--- src/rtl/mc_ctrl_fsm.sv ---
// rtl/mc_ctrl_fsm.sv - multi-cycle MIPS-subset controller driving the shared ALU datapath
// One instruction every 3-5 states; outputs are decoded from the state register.
module mc_ctrl_fsm #(
  parameter bit USE_MEM_READY = 1'b1,
  parameter bit TRAP_ILLEGAL  = 1'b0
) (
  input  logic       clk,
  input  logic       rst_n,
  input  logic [5:0] opcode,
  input  logic [5:0] funct,
  input  logic       zero,
  input  logic       mem_ready,
  output logic       alu_srcA,
  output logic [1:0] alu_srcB,
  output logic [2:0] alu_ctrl,
  output logic [1:0] pc_src,
  output logic       pc_en,
  output logic       iord,
  output logic       mem_rd,
  output logic       mem_wr,
  output logic       ir_wr,
  output logic       reg_dst,
  output logic       mem_to_reg,
  output logic       reg_wr,
  output logic       illegal_op,
  output logic [3:0] state
);
  typedef enum logic [3:0] {
    S_FETCH  = 4'd0,
    S_DECODE = 4'd1,
    S_MEMADR = 4'd2,
    S_MEMRD  = 4'd3,
    S_MEMWB  = 4'd4,
    S_MEMWR  = 4'd5,
    S_EXEC   = 4'd6,
    S_ALUWB  = 4'd7,
    S_ADDIEX = 4'd8,
    S_ADDIWB = 4'd9,
    S_BRANCH = 4'd10,
    S_JUMP   = 4'd11,
    S_HALT   = 4'd12
  } state_e;

  localparam logic [5:0] OP_R    = 6'b000000;
  localparam logic [5:0] OP_LW   = 6'b100011;
  localparam logic [5:0] OP_SW   = 6'b101011;
  localparam logic [5:0] OP_BEQ  = 6'b000100;
  localparam logic [5:0] OP_BNE  = 6'b000101;
  localparam logic [5:0] OP_ADDI = 6'b001000;
  localparam logic [5:0] OP_J    = 6'b000010;

  state_e     state_q, state_d;
  logic       rdy;
  logic       funct_ok;
  logic [2:0] funct_alu;
  logic       bad_op;

  assign rdy   = USE_MEM_READY ? mem_ready : 1'b1;
  assign state = state_q;

  always_comb begin
    funct_alu = 3'b000;
    funct_ok  = 1'b1;
    case (funct)
      6'b100000: funct_alu = 3'b000;
      6'b100010: funct_alu = 3'b001;
      6'b100100: funct_alu = 3'b011;
      6'b100111: funct_alu = 3'b010;
      6'b101010: funct_alu = 3'b111;
      default:   funct_ok  = 1'b0;
    endcase
  end

  always_ff @(posedge clk or negedge rst_n) begin
    if (!rst_n) state_q <= S_FETCH;
    else        state_q <= state_d;
  end

  always_comb begin
    state_d    = state_q;
    alu_srcA   = 1'b0;
    alu_srcB   = 2'b00;
    alu_ctrl   = 3'b000;
    pc_src     = 2'b00;
    pc_en      = 1'b0;
    iord       = 1'b0;
    mem_rd     = 1'b0;
    mem_wr     = 1'b0;
    ir_wr      = 1'b0;
    reg_dst    = 1'b0;
    mem_to_reg = 1'b0;
    reg_wr     = 1'b0;
    illegal_op = 1'b0;
    bad_op     = 1'b0;
    case (state_q)
      S_FETCH: begin
        mem_rd   = 1'b1;
        alu_srcB = 2'b01;
        if (rdy) begin
          ir_wr   = 1'b1;
          pc_en   = 1'b1;
          state_d = S_DECODE;
        end
      end
      S_DECODE: begin
        // branch target is precomputed into ALUOut while the opcode is decoded
        alu_srcB = 2'b11;
        case (opcode)
          OP_LW, OP_SW:   state_d = S_MEMADR;
          OP_R:           if (funct_ok) state_d = S_EXEC; else bad_op = 1'b1;
          OP_BEQ, OP_BNE: state_d = S_BRANCH;
          OP_ADDI:        state_d = S_ADDIEX;
          OP_J:           state_d = S_JUMP;
          default:        bad_op = 1'b1;
        endcase
        if (bad_op) begin
          illegal_op = 1'b1;
          state_d    = TRAP_ILLEGAL ? S_HALT : S_FETCH;
        end
      end
      S_MEMADR: begin
        alu_srcA = 1'b1;
        alu_srcB = 2'b10;
        state_d  = (opcode == OP_SW) ? S_MEMWR : S_MEMRD;
      end
      S_MEMRD: begin
        iord   = 1'b1;
        mem_rd = 1'b1;
        if (rdy) state_d = S_MEMWB;
      end
      S_MEMWB: begin
        mem_to_reg = 1'b1;
        reg_wr     = 1'b1;
        state_d    = S_FETCH;
      end
      S_MEMWR: begin
        iord   = 1'b1;
        mem_wr = 1'b1;
        if (rdy) state_d = S_FETCH;
      end
      S_EXEC: begin
        alu_srcA = 1'b1;
        alu_ctrl = funct_alu;
        state_d  = S_ALUWB;
      end
      S_ALUWB: begin
        reg_dst = 1'b1;
        reg_wr  = 1'b1;
        state_d = S_FETCH;
      end
      S_ADDIEX: begin
        alu_srcA = 1'b1;
        alu_srcB = 2'b10;
        state_d  = S_ADDIWB;
      end
      S_ADDIWB: begin
        reg_wr  = 1'b1;
        state_d = S_FETCH;
      end
      S_BRANCH: begin
        alu_srcA = 1'b1;
        alu_ctrl = 3'b001;
        pc_src   = 2'b01;
        pc_en    = (opcode == OP_BNE) ? ~zero : zero;
        state_d  = S_FETCH;
      end
      S_JUMP: begin
        pc_src  = 2'b10;
        pc_en   = 1'b1;
        state_d = S_FETCH;
      end
      S_HALT:  state_d = S_HALT;
      default: state_d = S_FETCH;
    endcase
    // strobes and selects drop the moment reset asserts, not at the next edge
    if (!rst_n) begin
      alu_srcA   = 1'b0;
      alu_srcB   = 2'b00;
      alu_ctrl   = 3'b000;
      pc_src     = 2'b00;
      pc_en      = 1'b0;
      iord       = 1'b0;
      mem_rd     = 1'b0;
      mem_wr     = 1'b0;
      ir_wr      = 1'b0;
      reg_dst    = 1'b0;
      mem_to_reg = 1'b0;
      reg_wr     = 1'b0;
      illegal_op = 1'b0;
    end
  end
endmodule

--- config.mk ---
export PLATFORM = sky130hd
export DESIGN_NAME = mc_ctrl_fsm
export DESIGN_NICKNAME = d
export VERILOG_FILES = /design/src/rtl/mc_ctrl_fsm.sv
export SDC_FILE = /design/constraint.sdc
export NUM_CORES = 1
export LEC_CHECK = 0
export ABC_CLOCK_PERIOD_IN_PS = 1850
export BUFFER_PORTS_ARGS = -buffer_cell sky130_fd_sc_hd__buf_2
export CAP_MARGIN = 10
export CORE_MARGIN = 3
export CORE_UTILIZATION = 45
export CTS_CLUSTER_SIZE = 24
export DETAILED_ROUTE_END_ITERATION = 10
export GPL_TIMING_DRIVEN = 0
export PLACE_DENSITY = 0.77
export SYNTH_ARGS = -nofsm -noshare
export SYNTH_HDL_FRONTEND = slang
export SYNTH_SLANG_ARGS = --single-unit
--- constraint.sdc ---
create_clock -name clk -period 1.85 [get_ports clk]
set_input_delay 0.37 -clock clk [delete_from_list [all_inputs] [get_ports clk]]
set_output_delay 0.37 -clock clk [all_outputs]
set_load 0.01 [all_outputs]
==> results of run 1 <==
[power by group through the flow]
stage | clock, mW | sequential [mW] | combinational, mW
global route | 0.134 | 0.149 | 1.10
floorplan | 0 | 0.167 | 0.436
CTS | 0.128 | 0.151 | 0.763
finish | 0.126 | 0.147 | 1.04
detailed placement | 0 | 0.165 | 0.636
global placement | 0 | 0.162 | 0.624
[area by class of cell]
class,count,area [um^2],area share [%]
tap,16,20.0,1.55
buffer,6,51.3,3.98
inverter,5,18.8,1.45
sequential,4,103,7.95
multi-input combinational,87,717,55.6
clock buffer,3,22.5,1.75
timing repair buffer,58,358,27.7
[per-layer routing]
layer	global-route usage (%)	part of all wire, %	up-vias
met5	0	0	-
met4	9.39	3.8	0
met3	4.30	9.1	17
met2	44.2	49	86
met1	36.2	38	537
li1	-	-	512
[cell families (layout without fill, tap and decap cells)]
| family | count (synthesis) | count (layout) | synth area share, % |
|---|---|---|---|
| and+or+nand+nor | 55 | 55 | 46.5 |
| AOI/OAI and AO/OA | 27 | 27 | 27.5 |
| xor gates and xnor gates | 3 | 3 | 3.52 |
| muxes | 2 | 2 | 2.85 |
| DFF | 4 | 4 | 13.4 |
| buffers and inverters | 11 | 72 | 6.21 |
[worst register-to-register path, cell delays in order, from the launching register on]
cell and delay [ns]:
dfrtp_1 0.37, buf_4 0.18, nand2b_4 0.19, or4_1 0.43
o32ai_2 0.21
[through the flow]
stage	setup TNS [ns]	total power [mW]	hold WS (ns)	worst slack (ns)
2_1_floorplan	0	0.603	0.0744	0.0866
3_3_place_gp	-0.0782	0.787	0.223	-0.0782
3_5_place_dp	-0.101	0.801	0.228	-0.0887
4_1_cts	-0.339	1.04	0.504	-0.0719
5_1_grt	-1.89	1.38	0.528	-0.323
6_report	-0.996	1.31	0.493	-0.214
[layout by cell type, fill, tap and decap left out, types with 3 or more instances in the layout]
master	instances
inv_1	4
nand2_1	5
buf_4	21
nand2b_4	3
o21ai_0	3
nand3b_1	3
clkbuf_4	3
nor3_1	4
xnor2_1	3
buf_2	37
buf_6	5
nor3b_2	3
nor2_1	5
nand3_1	3
nand2b_1	4
[worst max-delay path by stage]
stage	startpoint	endpoint	slack, ns	cells after the start
3_5_place_dp	funct[0]	illegal_op	-0.09	6
2_1_floorplan	state[3]$_DFFE_PN0P_	alu_ctrl[2]	0.09	4
3_3_place_gp	funct[0]	illegal_op	-0.08	6
4_1_cts	state[3]$_DFFE_PN0P_	pc_en	-0.07	5
6_report	state[3]$_DFFE_PN0P_	alu_ctrl[1]	-0.21	5
5_1_grt	state[3]$_DFFE_PN0P_	alu_ctrl[1]	-0.32	5
[repair_timing]
| action | CTS | global route |
|---|---|---|
| endpoints found under the hold margin | 4 | 0 |
| setup endpoints to repair | 12 | 13 |
| buffers inserted | 16 | 6 |
| hold buffers | 1 | 0 |
| resized for setup | 14 | 31 |
| pin swaps | 5 | 6 |
==> reports/metrics.cfg, run 1 <==
[synth]
syn-instance-count=102
syn-num-nets=118
yosys.area.top_type=dfrtp_1
synthDominantCellAreaShare_pct=13.4
dominantRegCellSynth=dfrtp_1
yosys-top-cells-area=dfrtp_1, nand2b_1, nor3_1
synth-edff-count=0
seq_area_frac_synth_pct=13.4
syn_area_per_cell_um2=7.31
ys_ff_latch=4
synth_cell_type_count=44
netlist_area_um2=746
synth_common_cells=nor2_1, nand2_1, nand2b_1, nor3_1, inv_1
synth_most_common_cell=nor2_1
async_flop_share_pct=100
yosys_warnings=0

[worst_setup_path]
cpMaxStageDelayCell=dfrtp_2
cp.required_ns=1.48
critical_path_arrival_ns=1.69
r2r-end=state[1]$_DFFE_PN0P_
criticalPathCategory=reg -> out
r2r_start=state[1]$_DFFE_PN0P_
end_kind=output port
start_kind=register
rr_worst_depth=4
cp_num_buf_inv=1
crit_fanout=4
rrSetupSlack_ns=0.38
max_stage_delay_ns=0.42
path_delay_family=simple AND/OR/NAND/NOR gates
worstPathCellList=and2b_2 -> nand2_2 -> nor4b_4 -> a21boi_2 -> buf_2

[pwr]
sw_frac_of_total_pct=47.7
seqPwrFrac_pct=11.2
p_leak_nw=0.613
p_comb_share_pct=79.2
ir_drop_mv=0.635
internal-power_mw=0.685
power_frac_clock_pct=9.6
powerDensity_nw_per_um2=1020
p_sw_mw=0.625

[timing]
max_slew_margin_pct=78.9
setup_viol=13
min_period_ns=2.06
fin_worst_skew_ns=0.00610
fin_ws_ns=-0.214
rsz0062_at_grt=yes
clock.fmax_ghz=0.484
finalCritPeriodShare_pct=112
hold_viol=0
worst_slew_pin_slew_ns=0.316
drv_slew=0

[global_route]
grt_pass1_wl_um=4310
antenna_found_initial=0
grt_use_total_pct=27.2
grt_max_degree=11
grt_pass1_vias=937
grt_overflow_total=0

[floorplanning]
dieArea_um2=2180
dieWidth_um=46.7
fp.dieH_um=46.7
start_util_pct=48.4
row_count=14
coreArea_um2=1540
pin_count=37

[placed_design]
port_buffers=35
placed_area_um2=941
dp.cells=153
hpwl_um=1760
gp_congestion=0.841

[routing]
drt-initial-drc-count=43
viasPerCell=6.44
avgRoutedWirePerCell_um=19.4
drtPass1Iterations=4
vias=1152
wirelength_um=3480
ant_nets=0
remaining_drc_errors=0

[min_path]
min_path_cells=4
min_from=opcode[4]
hold_class=in -> reg
hold-path-endpoint=state[3]$_DFFE_PN0P_

[cts]
numCtsBuffers=3
clkSlewWorstSetupHoldPaths_ns=0.04
cts_tree=built
root_buffer=clkbuf_4
htreeDepth=1
clk_latency_ns=0.26
cts.sinks=4
clk_path_buf_depth=2

[final_layout]
layout-drive-gt1-share_pct=58.3
stdcell_count=179
stdcell_area_um2=1290
final.fill_count=86
largest_register_ffs=4
final_util_pct=83.7
diodes=0
nNetsFinal=181
syn2layout_area_growth_pct=73.0

[run]
cap_violations=0

[run_status]
status=finished, violations left
violations=setup timing

Power figures use the tool's default switching activity.
==> run 2: changes to the inputs <==
- ABC_CLOCK_PERIOD_IN_PS: 1850 -> 2380
- clock period: 1.85 -> 2.38 ns (I/O delays scaled with it)
==> reports/metrics.cfg, run 2 (synthesized netlist as in run 1, its figures left out) <==
[routing]
viasPerCell=5.95  ; -7.6%
route.met2.wl_um=1060  ; -37%
met3_length_um=137  ; -57%
drt-initial-drc-count=16  ; -63%
remaining_drc_errors=0  ; unchanged
met1Wirelength_um=976  ; -27%
ant_nets=0  ; unchanged
drtPass1Iterations=4  ; unchanged
wirelength_um=2200  ; -37%
vias=928  ; -19%
highest_layer=met4
avgRoutedWirePerCell_um=14.1  ; -28%

[final_layout]
nNetsFinal=158  ; -13%
multi_input_area_um2=599  ; -16%
final.fill_count=161  ; +87%
stdcell_area_um2=963  ; -25%
final_cell_mix=buf_2, nor2_1, nand2b_1, nor3_1, nand2_1
stdcell_count=156  ; -13%
layout-drive-gt1-share_pct=34.3  ; -24 points
syn2layout_area_growth_pct=29.2
mostFrequentLayoutCell=buf_2
diodes=0  ; unchanged
seqCellArea_um2=100  ; -2.4%
final_util_pct=62.5  ; -21 points
largest_register_ffs=4  ; unchanged

[cts]
clkSlewWorstSetupHoldPaths_ns=0.05  ; about the same
postCtsSetupBuffers=0  ; -16
cts.sinks=4  ; unchanged
cts_tree=built
hold_buffers=0  ; -1
root_buffer=clkbuf_4
clk_latency_ns=0.26  ; about the same
cts_resized=0  ; -14
clk_path_buf_depth=2  ; unchanged
htreeDepth=1  ; unchanged
numCtsBuffers=3  ; unchanged

[placed_design]
dpl_worst_slack_ns=0.229  ; +0.318 ns
dp.cells=153  ; unchanged
placed_area_um2=941  ; unchanged
hpwl_um=1760  ; unchanged
port_buffers=35  ; unchanged
gp_congestion=0.841  ; unchanged

[timing]
clock.fmax_ghz=0.444
rsz0062_at_grt=no
finalSetupTns_ns=0  ; +0.996 ns
min_period_ns=2.25
setup_viol=0  ; -13
fin_worst_skew_ns=0.00552  ; -0.000580 ns
finalCritPeriodShare_pct=94.7
max_slew_margin_pct=73.7  ; -5.2 points
worst_slew_pin_slew_ns=0.395  ; +0.0791 ns
drv_slew=0  ; unchanged
hold_ws_ns=0.0631  ; -0.430 ns
hold_viol=0  ; unchanged
fin_ws_ns=0.127  ; +0.342 ns

[worst_setup_path]
start_kind=register
r2r_start=state[1]$_DFFE_PN0P_
rr_worst_depth=4  ; unchanged
worstPathCellList=clkbuf_1 -> nand2b_1 -> nor4b_1 -> buf_2
cp.required_ns=1.90  ; +0.42 ns
end_kind=output port
path_delay_family=simple AND/OR/NAND/NOR gates
cp_num_buf_inv=2  ; +1
critical_path_arrival_ns=1.78  ; +0.09 ns
crit_fanout=10  ; +6
max_stage_delay_ns=0.43  ; about the same
cpMaxStageDelayCell=dfrtp_1
criticalPathCategory=reg -> out
r2r-end=state[1]$_DFFE_PN0P_
rrSetupSlack_ns=0.95  ; +0.57 ns

[floorplanning]
coreArea_um2=1540  ; unchanged
dieWidth_um=46.7  ; unchanged
row_count=14  ; unchanged
dieArea_um2=2180  ; unchanged
fp.dieH_um=46.7  ; unchanged
start_util_pct=48.4  ; unchanged
pin_count=37  ; unchanged

[global_route]
antenna_found_initial=0  ; unchanged
grt_overflow_total=0  ; unchanged
grt_pass1_vias=792  ; -15%
grt_max_degree=12  ; +1
grt_pass1_wl_um=3510  ; -19%
grt_use_total_pct=21.9  ; -5.3 points

[pwr]
p_leak_nw=0.450  ; -27%
ir_drop_mv=0.382  ; -40%
powerDensity_nw_per_um2=749  ; -26%
power_mw=0.722  ; -45%

[min_path]
hold_class=in -> async

[run_status]
status=finished, final reports clean

[run]
cap_violations=0  ; unchanged

[run 2: cell count changes in the layout (fill, tap and decap cells not counted), sizes merged]
cell         before  now
clkbuf            3    5
dlygate4sd3       1    0
buf              63   39
[run 2: worst max path at each step]
stage / end / cells after the start / from / slack [ns]
2_1_floorplan: alu_ctrl[2] / 4 / state[3]$_DFFE_PN0P_ / 0.51
3_3_place_gp: illegal_op / 6 / funct[0] / 0.24
3_5_place_dp: illegal_op / 6 / funct[0] / 0.23
4_1_cts: alu_ctrl[2] / 5 / state[3]$_DFFE_PN0P_ / 0.14
5_1_grt: mem_rd / 4 / state[2]$_DFFE_PN0P_ / 0.03
6_report: mem_rd / 4 / state[2]$_DFFE_PN0P_ / 0.13
[run 2: metal layers]
metal | track usage [%] | vias to the layer above
met4 | 4.97 | 0
met2 | 38.2 | 41
met5 | 0 | -
li1 | - | 466
met1 | 28.1 | 419
met3 | 3.52 | 2
[run 2: final cells by class]
class / count / share of cell area [%]
Multi-Input combinational cell: 87 / 62.2
Clock buffer: 3 / 2.34
Timing Repair Buffer: 35 / 18.2
Sequential cell: 4 / 10.4
Buffer: 6 / 2.86
Tap cell: 16 / 2.08
Inverter: 5 / 1.95
[run 2: power breakdown]
group          switching (mW)  internal (mW)
combinational           0.280          0.218
sequential             0.0366         0.0893
clock                  0.0411         0.0573
==> run 3: changes to the inputs <==
- CTS_BUF_LIST: not set -> sky130_fd_sc_hd__clkbuf_8
- CTS_CLUSTER_SIZE: 24 -> not set
==> reports/metrics.cfg, run 3 (synthesized netlist as in run 1, its figures left out) <==
[run_status]
status=finished, final reports clean

[cts]
cts_tree=built
clkSlewWorstSetupHoldPaths_ns=0.03  ; -0.02 ns
numCtsBuffers=3  ; unchanged
clk_latency_ns=0.22  ; -0.04 ns
htreeDepth=1  ; unchanged
root_buffer=clkbuf_8
clk_path_buf_depth=2  ; unchanged
cts_resized=0  ; unchanged
cts.sinks=4  ; unchanged
hold_buffers=0  ; unchanged
postCtsSetupBuffers=0  ; unchanged

[final_layout]
final.fill_count=156  ; -3.1%
multi_input_area_um2=599  ; unchanged
seqCellArea_um2=100  ; unchanged
nNetsFinal=158  ; unchanged
final_cell_mix=buf_2, nor2_1, nand2b_1, nor3_1, nand2_1
syn2layout_area_growth_pct=31.7
diodes=0  ; unchanged
mostFrequentLayoutCell=buf_2
layout-drive-gt1-share_pct=34.3  ; unchanged
largest_register_ffs=4  ; unchanged

[global_route]
grt_max_degree=12  ; unchanged
grt_pass1_wl_um=3490  ; -0.60%
grt_use_total_pct=22.0  ; +0.078 points
grt_pass1_vias=805  ; +1.6%
antenna_found_initial=0  ; unchanged
grt_overflow_total=0  ; unchanged

[worst_setup_path]
cp.required_ns=1.90  ; about the same
crit_fanout=10  ; unchanged
max_stage_delay_ns=0.43  ; about the same
worstPathCellList=clkbuf_1 -> nand2b_1 -> nor4b_1 -> buf_2
path_delay_family=simple AND/OR/NAND/NOR gates
critical_path_arrival_ns=1.74  ; -0.04 ns
cpMaxStageDelayCell=dfrtp_1
criticalPathCategory=reg -> out
start_kind=register
end_kind=output port
cp_num_buf_inv=2  ; unchanged

[min_path]
hold_class=in -> async

[pwr]
power_frac_clock_pct=19.5  ; +5.9 points
internal-power_mw=0.416  ; +14%
power_mw=0.773  ; +7.1%
p_leak_nw=0.458  ; +1.7%
p_sw_mw=0.357  ; about the same
sw_frac_of_total_pct=46.2  ; -3.3 points
powerDensity_nw_per_um2=787  ; +5.1%
seqPwrFrac_pct=16.4  ; -1.0 points
p_comb_share_pct=64.2  ; -4.7 points
ir_drop_mv=0.421  ; +10%

[routing]
vias=923  ; -0.54%
ant_nets=0  ; unchanged
viasPerCell=5.92  ; -0.54%
wirelength_um=2170  ; -1.1%
avgRoutedWirePerCell_um=13.9  ; -1.1%
drtPass1Iterations=4  ; unchanged
remaining_drc_errors=0  ; unchanged
drt-initial-drc-count=12  ; -4

[timing]
drv_slew=0  ; unchanged
hold_viol=0  ; unchanged
worst_slew_pin_slew_ns=0.398  ; +0.00272 ns
max_slew_margin_pct=73.5  ; -0.18 points
min_period_ns=2.22  ; -0.0356 ns
finalSetupTns_ns=0  ; unchanged
rsz0062_at_grt=no
setup_viol=0  ; unchanged
fin_worst_skew_ns=0.000225  ; -0.00529 ns
clock.fmax_ghz=0.451  ; +1.6%
finalCritPeriodShare_pct=93.2  ; -1.5 points

[floorplanning]
pin_count=37  ; unchanged
start_util_pct=48.4  ; unchanged
coreArea_um2=1540  ; unchanged
fp.dieH_um=46.7  ; unchanged
row_count=14  ; unchanged
dieWidth_um=46.7  ; unchanged
dieArea_um2=2180  ; unchanged

[run]
cap_violations=0  ; unchanged

[placed_design]
hpwl_um=1760  ; unchanged
gp_congestion=0.841  ; unchanged
port_buffers=35  ; unchanged

-- run 3: path summary, 6_finish.rpt --
kind	to	depth (start not counted)	from	slack, ns
max	mem_rd	4	state[2]$_DFFE_PN0P_	0.16
min	state[0]$_DFFE_PN0P_	1	rst_n	0.10
max reg2reg	state[1]$_DFFE_PN0P_	4	state[1]$_DFFE_PN0P_	0.95
min reg2reg	state[3]$_DFFE_PN0P_	2	state[3]$_DFFE_PN0P_	0.72
max in group asynchronous	state[2]$_DFFE_PN0P_	1	rst_n	2.10
min in group clk	state[3]$_DFFE_PN0P_	4	opcode[4]	0.63
-- run 3: layout make-up --
class / count / area share [%]
Tap cell: 16 / 2.04
Timing Repair Buffer: 35 / 17.8
Inverter: 5 / 1.91
Multi-Input combinational cell: 87 / 61.0
Clock buffer: 3 / 4.20
Buffer: 6 / 2.80
Sequential cell: 4 / 10.2
-- run 3: metal layers --
| layer | up-vias | GRT usage [%] | wire length, um |
|---|---|---|---|
| met5 | - | 0 | 0 |
| met4 | 0 | 6.63 | 35 |
| met3 | 4 | 4.69 | 115 |
| met2 | 32 | 36.5 | 1040 |
| met1 | 424 | 28.4 | 978 |
| li1 | 463 | - | - |
-- run 3: power groups by stage --
stage | clock network (mW) | logic, mW | registers (mW)
2_1_floorplan | 0 | 0.339 | 0.130
3_3_place_gp | 0 | 0.485 | 0.126
3_5_place_dp | 0 | 0.494 | 0.128
4_1_cts | 0.155 | 0.496 | 0.127
5_1_grt | 0.159 | 0.542 | 0.133
6_report | 0.151 | 0.496 | 0.127
-- run 3: through the flow --
stage	util, %	std cells	instance area (um^2)	worst slack, ns	hold WS [ns]
after detailed placement	61.0	153	941	0.229	0.334
after global placement	61.0	153	941	0.240	0.329
after CTS	63.7	156	982	0.170	0.0971
after floorplan	-	102	746	0.511	0.180
final	63.7	156	982	0.163	0.101
after global routing	63.7	156	982	0.0622	0.105
